===== src/rtl/alu_stack_sequencer.sv =====
// rtl/alu_stack_sequencer.sv - data-stack owner and command sequencer for the 16-bit stack ALU
//
// Accepts one stack command at a time (PUSH / ALU / DROP / DUP) over a valid/ready
// handshake, launches TOS/NOS plus a control code to an external ALU, waits ALU_LAT
// edges, then writes the result back. Underflow/overflow are caught at accept time
// and latched into a sticky error flag.
//
// Ports:
//   c_CLOCK, c_RESET            clock, asynchronous active-high reset
//   i_CMD_VALID / o_CMD_READY   command handshake
//   i_CMD_OP                    00 PUSH, 01 ALU, 10 DROP, 11 DUP
//   i_CMD_ALUCTRL, i_CMD_DATA   ALU control code, PUSH literal
//   o_ALU_OP1/OP2/CTRL          registered operands and code to the ALU
//   i_ALU_RESULT                ALU result, captured ALU_LAT edges after launch
//   o_TOS, o_DEPTH              committed top of stack (0 when empty) and entry count
//   o_DONE                      one-cycle retire pulse
//   o_ERROR, o_ERR_CODE         sticky error, 01 underflow, 10 overflow
//   i_CLEAR_ERR                 synchronous error clear
module alu_stack_sequencer #(
    parameter int DEPTH   = 16,
    parameter int DEPTH_W = 4,
    parameter int ALU_LAT = 1
) (
    input  logic               c_CLOCK,
    input  logic               c_RESET,
    input  logic               i_CMD_VALID,
    output logic               o_CMD_READY,
    input  logic [1:0]         i_CMD_OP,
    input  logic [3:0]         i_CMD_ALUCTRL,
    input  logic [15:0]        i_CMD_DATA,
    output logic [15:0]        o_ALU_OP1,
    output logic [15:0]        o_ALU_OP2,
    output logic [3:0]         o_ALU_CTRL,
    input  logic [15:0]        i_ALU_RESULT,
    output logic [15:0]        o_TOS,
    output logic [DEPTH_W:0]   o_DEPTH,
    output logic               o_DONE,
    output logic               o_ERROR,
    output logic [1:0]         o_ERR_CODE,
    input  logic               i_CLEAR_ERR
);

    typedef enum logic {IDLE, EXEC} state_t;

    localparam logic [1:0] OP_PUSH = 2'b00;
    localparam logic [1:0] OP_ALU  = 2'b01;
    localparam logic [1:0] OP_DROP = 2'b10;
    localparam logic [1:0] OP_DUP  = 2'b11;

    localparam int                 CNT_W    = (ALU_LAT > 1) ? $clog2(ALU_LAT) : 1;
    localparam logic [CNT_W-1:0]   CNT_LOAD = CNT_W'(ALU_LAT - 1);
    localparam logic [DEPTH_W:0]   SP_FULL  = (DEPTH_W+1)'(DEPTH);
    localparam logic [DEPTH_W:0]   SP_ONE   = (DEPTH_W+1)'(1);
    localparam logic [DEPTH_W:0]   SP_TWO   = (DEPTH_W+1)'(2);

    state_t             state;
    logic [DEPTH_W:0]   sp;
    logic [CNT_W-1:0]   cnt;
    logic               bin_r;
    logic [15:0]        mem [DEPTH];

    logic [DEPTH_W:0]   sp_m1, sp_m2;
    logic [DEPTH_W-1:0] tos_idx, nos_idx, push_idx;
    logic [15:0]        tos, nos;
    logic               is_bin, need_free, underflow, overflow, accept, cmd_ok;
    logic [1:0]         need;
    logic               wen;
    logic [DEPTH_W-1:0] waddr;
    logic [15:0]        wdata;

    assign sp_m1    = sp - SP_ONE;
    assign sp_m2    = sp - SP_TWO;
    assign tos_idx  = sp_m1[DEPTH_W-1:0];
    assign nos_idx  = sp_m2[DEPTH_W-1:0];
    assign push_idx = sp[DEPTH_W-1:0];
    assign tos      = (sp == '0)    ? 16'h0000 : mem[tos_idx];
    assign nos      = (sp < SP_TWO) ? 16'h0000 : mem[nos_idx];

    assign o_TOS   = tos;
    assign o_DEPTH = sp;

    // Operand / free-slot requirements per command; ctrl[3:2]==00 marks a unary ALU op.
    always_comb begin
        is_bin    = (i_CMD_ALUCTRL[3:2] != 2'b00);
        need      = 2'd0;
        need_free = 1'b0;
        case (i_CMD_OP)
            OP_PUSH: need_free = 1'b1;
            OP_ALU:  need = is_bin ? 2'd2 : 2'd1;
            OP_DROP: need = 2'd1;
            OP_DUP: begin
                need      = 2'd1;
                need_free = 1'b1;
            end
            default: need = 2'd0;
        endcase
    end

    assign underflow = (sp < (DEPTH_W+1)'(need));
    assign overflow  = need_free && (sp == SP_FULL);
    assign accept    = i_CMD_VALID && o_CMD_READY;
    assign cmd_ok    = accept && !underflow && !overflow;

    // Single stack write port: literal/duplicate at accept, ALU result at capture.
    // A binary result lands in the NOS slot, which becomes the new TOS after the pop.
    always_comb begin
        wen   = 1'b0;
        waddr = '0;
        wdata = 16'h0000;
        if (state == IDLE && cmd_ok && i_CMD_OP == OP_PUSH) begin
            wen   = 1'b1;
            waddr = push_idx;
            wdata = i_CMD_DATA;
        end else if (state == IDLE && cmd_ok && i_CMD_OP == OP_DUP) begin
            wen   = 1'b1;
            waddr = push_idx;
            wdata = tos;
        end else if (state == EXEC && cnt == '0) begin
            wen   = 1'b1;
            waddr = bin_r ? nos_idx : tos_idx;
            wdata = i_ALU_RESULT;
        end
    end

    always_ff @(posedge c_CLOCK) begin
        if (wen) begin
            mem[waddr] <= wdata;
        end
    end

    always_ff @(posedge c_CLOCK or posedge c_RESET) begin
        if (c_RESET) begin
            state       <= IDLE;
            sp          <= '0;
            cnt         <= '0;
            bin_r       <= 1'b0;
            o_CMD_READY <= 1'b0;
            o_ALU_OP1   <= 16'h0000;
            o_ALU_OP2   <= 16'h0000;
            o_ALU_CTRL  <= 4'h0;
            o_DONE      <= 1'b0;
            o_ERROR     <= 1'b0;
            o_ERR_CODE  <= 2'b00;
        end else begin
            o_DONE <= 1'b0;
            case (state)
                IDLE: begin
                    // Ready follows the error flag one edge late, so a clear costs
                    // one extra cycle before the next command can be taken.
                    o_CMD_READY <= !o_ERROR;
                    if (o_ERROR && i_CLEAR_ERR) begin
                        o_ERROR    <= 1'b0;
                        o_ERR_CODE <= 2'b00;
                    end
                    if (accept) begin
                        if (underflow || overflow) begin
                            o_ERROR     <= 1'b1;
                            o_ERR_CODE  <= underflow ? 2'b01 : 2'b10;
                            o_CMD_READY <= 1'b0;
                        end else begin
                            case (i_CMD_OP)
                                OP_PUSH, OP_DUP: begin
                                    sp     <= sp + SP_ONE;
                                    o_DONE <= 1'b1;
                                end
                                OP_DROP: begin
                                    sp     <= sp_m1;
                                    o_DONE <= 1'b1;
                                end
                                default: begin
                                    o_ALU_OP1   <= tos;
                                    o_ALU_OP2   <= is_bin ? nos : 16'h0000;
                                    o_ALU_CTRL  <= i_CMD_ALUCTRL;
                                    bin_r       <= is_bin;
                                    cnt         <= CNT_LOAD;
                                    o_CMD_READY <= 1'b0;
                                    state       <= EXEC;
                                end
                            endcase
                        end
                    end
                end
                EXEC: begin
                    if (cnt == '0) begin
                        if (bin_r) begin
                            sp <= sp_m1;
                        end
                        o_DONE      <= 1'b1;
                        o_CMD_READY <= 1'b1;
                        state       <= IDLE;
                    end else begin
                        cnt <= cnt - CNT_W'(1);
                    end
                end
                default: state <= IDLE;
            endcase
        end
    end

endmodule


===== config.mk =====
export PLATFORM = sky130hd
export DESIGN_NAME = alu_stack_sequencer
export DESIGN_NICKNAME = d
export VERILOG_FILES = /design/src/rtl/alu_stack_sequencer.sv
export SDC_FILE = /design/constraint.sdc
export NUM_CORES = 1
export LEC_CHECK = 0
export CORE_MARGIN = 2
export CORE_UTILIZATION = 45
export CTS_BUF_LIST = sky130_fd_sc_hd__clkbuf_8
export DETAILED_ROUTE_END_ITERATION = 10
export GPL_TIMING_DRIVEN = 0
export PLACE_DENSITY = 0.66
export SYNTH_ARGS = -nofsm -noshare
export SYNTH_HDL_FRONTEND = slang
export SYNTH_SLANG_ARGS = --single-unit

===== constraint.sdc =====
create_clock -name c_CLOCK -period 4.4 [get_ports c_CLOCK]
set_clock_uncertainty 0.15 [all_clocks]
set_input_delay 1.32 -clock c_CLOCK [delete_from_list [all_inputs] [get_ports c_CLOCK]]
set_output_delay 1.32 -clock c_CLOCK [all_outputs]
set_load 0.01 [all_outputs]

==> results_tabular.tex <==
\begin{tabular}{lr}
\hline
Metric & Value \\
\hline
\multicolumn{2}{l}{\textbf{Global route}} \\
\quad Maximum number of pins on one net before global-route repair & 35 \\
\quad Vias in the first global route & 10400 \\
\quad Antenna violations before repair & 0 \\
\quad Remaining global-route overflow & 0 \\
\quad Total global-route track usage & 29.4\% \\
\quad Global-route wire length before repair & 70.7 mm \\
\multicolumn{2}{l}{\textbf{Routing}} \\
\quad Number of nets with antenna violations after routing & 0 \\
\quad Avg Vias per Cell & 6.58 \\
\quad Total number of vias & 10400 \\
\quad Detailed router's first-iteration violation count & 1529 \\
\quad Pre-antenna DRT Iters & 8 \\
\quad Total DRC errors in the routed layout & 0 \\
\quad Final wirelength & 49.8 mm \\
\quad Wire length per cell & 31.4 µm \\
\multicolumn{2}{l}{\textbf{Layout}} \\
\quad Layout fillers & 2324 \\
\quad Fraction of layout cells with a size suffix above 1 & 41.9\% \\
\quad Final Cell Area & 0.0196 mm² \\
\quad Number of nets at the end of the flow & 1157 \\
\quad Footprint of the multi-input gates & 0.00624 mm² \\
\quad Sequential cell area & 0.00889 mm² \\
\quad Count of non-filler cells in the finished layout & 1587 \\
\quad Signed area change from the synthesized netlist to the final layout & 33.3\% \\
\quad Diodes inserted & 0 \\
\multicolumn{2}{l}{\textbf{Synth}} \\
\quad Xor/xnor share of the synthesized area & 0.724\% \\
\quad Largest family of logic cells by synthesized area & multiplexers \\
\quad Average cell area after synthesis & 17.2 µm² \\
\quad Post-synthesis mux area share & 23.6\% \\
\quad Post-Syn Instances & 854 \\
\quad Number of unique standard cell types used by synthesis & 56 \\
\quad Number of enable-type register cells in the synthesized netlist & 256 \\
\quad Async set-reset flop share out of synthesis & 15.8\% \\
\quad Yosys warnings & 0 \\
\quad Register bit total from synthesis & 304 \\
\quad Post-Synth Simple-Gate Area & 4.61\% \\
\quad Portion of the post-synthesis area used by sequential elements & 60.5\% \\
\quad Adder-cell share of the synthesized area & 1.02\% \\
\quad Number of nets produced by synthesis & 908 \\
\quad Top FF cell, synth & sky130\_fd\_sc\_hd\_\_edfxtp\_1 \\
\quad Synthesized cell area & 0.0147 mm² \\
\quad Compound-cell area share of the yosys netlist & 7.22\% \\
\multicolumn{2}{l}{\textbf{Placed design}} \\
\quad Number of placed cells counting well taps & 1415 \\
\quad Routability Congestion & 0.948 \\
\quad Input/output buffers & 103 \\
\quad Placement-stage cell area & 0.0167 mm² \\
\quad Final HPWL from detailed placement & 30.6 mm \\
\multicolumn{2}{l}{\textbf{Clocking}} \\
\quad Clock-pin slew on the worst setup and hold paths & 0.06 ns \\
\quad Post-CTS Hold Fix Bufs & 0 \\
\quad Clock Tree Buf Depth & 3 \\
\quad Inserted Clock Buffers & 51 \\
\quad Clock tree from TritonCTS & built \\
\quad Worst skew pair latency & 0.58 ns \\
\quad H-tree level count & 2 \\
\quad Sinks on the clock net & 304 \\
\quad Root Buffer Master & sky130\_fd\_sc\_hd\_\_clkbuf\_8 \\
\multicolumn{2}{l}{\textbf{Die}} \\
\quad I/O pin cnt & 104 \\
\quad Area inside the core boundary & 0.0324 mm² \\
\quad Std-Cell Rows & 66 \\
\quad Chip Height & 185 µm \\
\quad Die Footprint & 0.0341 mm² \\
\quad Horizontal die dimension & 185 µm \\
\quad Starting density of the core & 45.4\% \\
\multicolumn{2}{l}{\textbf{Critical path}} \\
\quad Kind of cell with the highest combined delay on the critical path & buffers and inverters \\
\quad Category of the most critical setup path & flip-flop to output pin \\
\quad Series of cell instances along the critical path & buf\_12 -> clkinvlp\_4 -> ha\_4 -> buf\_6 -> buf\_16 -> mux4\_2 -> mux2i\_2 -> and2\_4 -> a211oi\_4 -> buf\_2 \\
\quad Sort of element at the start of the critical path & flip-flop \\
\quad Start of the worst register-to-register path & o\_DEPTH[1] \\
\quad Endpoint of the most critical register-to-register path & o\_ALU\_OP2[7] \\
\quad Required time at the endpoint of the critical path & 2.93 ns \\
\quad Slowest stage cell on the critical path & sky130\_fd\_sc\_hd\_\_dfrtp\_2 \\
\quad Largest stage delay on the critical path & 0.41 ns \\
\quad Worst setup slack for register-to-register paths & 0.71 ns \\
\quad Crit path DAT & 2.92 ns \\
\quad Number of buffer and inverter stages on the critical path & 5 \\
\quad Worst reg2reg path depth & 10 \\
\quad Worst Setup End Kind & output pin \\
\quad Largest fanout of any net on the critical path & 5 \\
\multicolumn{2}{l}{\textbf{Timing}} \\
\quad Slew at the pin with the worst max-slew slack & 1.36 ns \\
\quad Highest achievable clock rate & 228 MHz \\
\quad Slew Limit Headroom & 8.85\% \\
\quad Final-report max-slew violation count & 0 \\
\quad Number of failing hold endpoints at the final stage & 0 \\
\quad Part of the cycle the worst path needs & 99.9\% \\
\quad Clock period minus worst slack & 4.39 ns \\
\quad Number of endpoints failing setup at the final stage & 0 \\
\multicolumn{2}{l}{\textbf{Pwr}} \\
\quad Share of total power in combinational logic & 62.6\% \\
\quad Sw frac & 40.6\% \\
\quad Cell internal pwr & 0.00995 W \\
\quad Fraction of power consumed by the clock network & 14.5\% \\
\quad Switching pwr & 0.00679 W \\
\quad Maximum vdd drop & 426 µV \\
\quad Reg power frac & 22.9\% \\
\quad Pleak & 6.83 nW \\
\quad Cell Pwr Density & 855 mW/mm² \\
\quad PnR Total Power & 0.0167 W \\
\multicolumn{2}{l}{\textbf{Hold path}} \\
\quad Startpoint of the most critical hold path & o\_ALU\_CTRL[1] \\
\quad Instance count along the most critical hold path & 1 \\
\quad Worst min-delay path endpoint & o\_ALU\_CTRL[1] \\
\quad Path type of the worst min-delay path & flip-flop to flip-flop \\
\multicolumn{2}{l}{\textbf{Status}} \\
\quad Outcome & finished, final reports clean \\
\multicolumn{2}{l}{\textbf{Run}} \\
\quad Max-cap viol count & 0 \\
\hline
\end{tabular}
[synthesized netlist by cell type, types with 2 or more instances]
cell / instances / area share (%)
sky130_fd_sc_hd__xor2_1: 3 / 0.18
sky130_fd_sc_hd__a31oi_1: 5 / 0.21
sky130_fd_sc_hd__mux2_2: 21 / 1.6
sky130_fd_sc_hd__a41oi_1: 3 / 0.18
sky130_fd_sc_hd__inv_1: 8 / 0.20
sky130_fd_sc_hd__xnor2_1: 6 / 0.36
sky130_fd_sc_hd__nor4b_1: 2 / 0.12
sky130_fd_sc_hd__nand2_1: 43 / 1.1
sky130_fd_sc_hd__nand3b_1: 2 / 0.10
sky130_fd_sc_hd__clkinv_1: 2 / 0.051
sky130_fd_sc_hd__nor3_1: 22 / 0.75
sky130_fd_sc_hd__edfxtp_1: 256 / 52
sky130_fd_sc_hd__mux4_2: 128 / 20
sky130_fd_sc_hd__o31ai_1: 20 / 1.0
sky130_fd_sc_hd__nor2b_1: 2 / 0.085
sky130_fd_sc_hd__nor4_1: 3 / 0.13
sky130_fd_sc_hd__nand3_1: 3 / 0.10
sky130_fd_sc_hd__mux2i_1: 35 / 2.4
sky130_fd_sc_hd__ha_1: 12 / 1.0
sky130_fd_sc_hd__a32oi_1: 2 / 0.12
sky130_fd_sc_hd__o21ai_0: 6 / 0.20
sky130_fd_sc_hd__a21oi_1: 6 / 0.20
sky130_fd_sc_hd__a22o_1: 17 / 1.0
sky130_fd_sc_hd__a22oi_1: 32 / 1.6
sky130_fd_sc_hd__and2_1: 18 / 0.77
sky130_fd_sc_hd__a211oi_1: 16 / 0.82
sky130_fd_sc_hd__dfrtp_1: 48 / 8.2
sky130_fd_sc_hd__buf_4: 9 / 0.46
sky130_fd_sc_hd__a211o_1: 17 / 1.0
sky130_fd_sc_hd__buf_1: 9 / 0.23
sky130_fd_sc_hd__o22ai_1: 2 / 0.085
sky130_fd_sc_hd__clkbuf_1: 16 / 0.41
sky130_fd_sc_hd__buf_2: 24 / 0.82
sky130_fd_sc_hd__nor2_1: 34 / 0.87
[power groups by stage]
| stage | registers [W] | clock network [W] | logic, W |
|---|---|---|---|
| 4_1_cts | 0.00382 | 0.00244 | 0.0102 |
| 3_5_place_dp | 0.00388 | 0 | 0.00733 |
| 6_report | 0.00383 | 0.00243 | 0.0105 |
| 3_3_place_gp | 0.00387 | 0 | 0.00719 |
| 5_1_grt | 0.00387 | 0.00257 | 0.0108 |
| 2_1_floorplan | 0.00393 | 0 | 0.00433 |
[kinds of logic after synthesis]
logic type / count (synthesis)
compound gates: 136
xor+xnor: 10
fa+ha+maj: 12
buf+inv: 70
flops: 304
mux: 184
simple gates: 138
[routing by layer]
| metal | up-vias | part of all wire, % | GRT usage, % |
|---|---|---|---|
| li1 | 4073 | - | - |
| met1 | 5253 | 36 | 41.1 |
| met2 | 926 | 44 | 44.4 |
| met3 | 197 | 13 | 6.88 |
| met4 | 0 | 6.1 | 13.5 |
| met5 | - | 0 | 0 |
[worst max path at each step]
stage | depth (start not counted) | start | endpoint | slack [ns]
3_3_place_gp | 11 | o_DEPTH[1] | o_TOS[4] | -2.37
6_report | 10 | o_DEPTH[1] | o_TOS[13] | 0.006
4_1_cts | 13 | o_DEPTH[1] | o_TOS[3] | -0.19
3_5_place_dp | 11 | o_DEPTH[1] | o_TOS[4] | -2.44
2_1_floorplan | 9 | i_CMD_OP[1] | mem[5][0] | -0.06
5_1_grt | 10 | o_DEPTH[1] | o_TOS[13] | -0.05
[layout make-up]
class	count	area share [%]
Clock inverter	41	1.14
Multi-Input combinational cell	480	31.9
Inverter	11	0.339
Timing Repair Buffer	201	12.1
Tap cell	442	2.82
Sequential cell	304	45.4
Buffer	54	2.58
Clock buffer	54	3.80
[flip-flops by register name, summed over array words and instances (netlist names)]
signal       count
bin_r            1
mem            256
o_ALU_CTRL       4
o_ALU_OP1       16
o_ALU_OP2       16
o_CMD_READY      1
o_DEPTH          5
o_DONE           1
o_ERROR          1
o_ERR_CODE       2
state            1
[what timing repair did]
item,4_1_cts,5_1_grt
gates cloned,9,0
gates resized for setup,286,35
setup endpoints to repair,561,476
pin swaps,44,17
buffers inserted,62,15
[through the flow]
| step | hold slack [ns] | TNS, ns | setup WS, ns | utilization [%] |
|---|---|---|---|---|
| after floorplan | 0.392 | -3.14 | -0.0560 | - |
| after global placement | 0.338 | -742.62 | -2.37 | 50.3 |
| after detailed placement | 0.341 | -526.47 | -2.44 | 51.6 |
| after CTS | 0.356 | -1.58 | -0.187 | 60.3 |
| after global routing | 0.368 | -0.573 | -0.0462 | 60.5 |
| final | 0.351 | 0 | 0.00632 | 60.5 |
[placed cells by master (no fill, tap or decap), types with 12 or more instances in the layout]
cell type / netlist / routed
sky130_fd_sc_hd__mux2i_4: 0 / 20
sky130_fd_sc_hd__mux4_2: 128 / 128
sky130_fd_sc_hd__nand2_1: 43 / 43
sky130_fd_sc_hd__a211o_2: 0 / 13
sky130_fd_sc_hd__a22o_1: 17 / 17
sky130_fd_sc_hd__nor2_1: 34 / 18
sky130_fd_sc_hd__clkbuf_8: 0 / 57
sky130_fd_sc_hd__o31ai_1: 20 / 19
sky130_fd_sc_hd__edfxtp_1: 256 / 256
sky130_fd_sc_hd__dfrtp_1: 48 / 47
sky130_fd_sc_hd__buf_12: 0 / 34
sky130_fd_sc_hd__buf_16: 0 / 16
sky130_fd_sc_hd__nor2_4: 0 / 16
sky130_fd_sc_hd__buf_6: 1 / 12
sky130_fd_sc_hd__clkdlybuf4s50_1: 0 / 87
sky130_fd_sc_hd__nor3_1: 22 / 22
sky130_fd_sc_hd__a22oi_1: 32 / 32
sky130_fd_sc_hd__buf_2: 24 / 25
sky130_fd_sc_hd__inv_1: 8 / 23
sky130_fd_sc_hd__buf_4: 9 / 51
sky130_fd_sc_hd__mux2_2: 21 / 21
(Power assumes the default switching activity.)
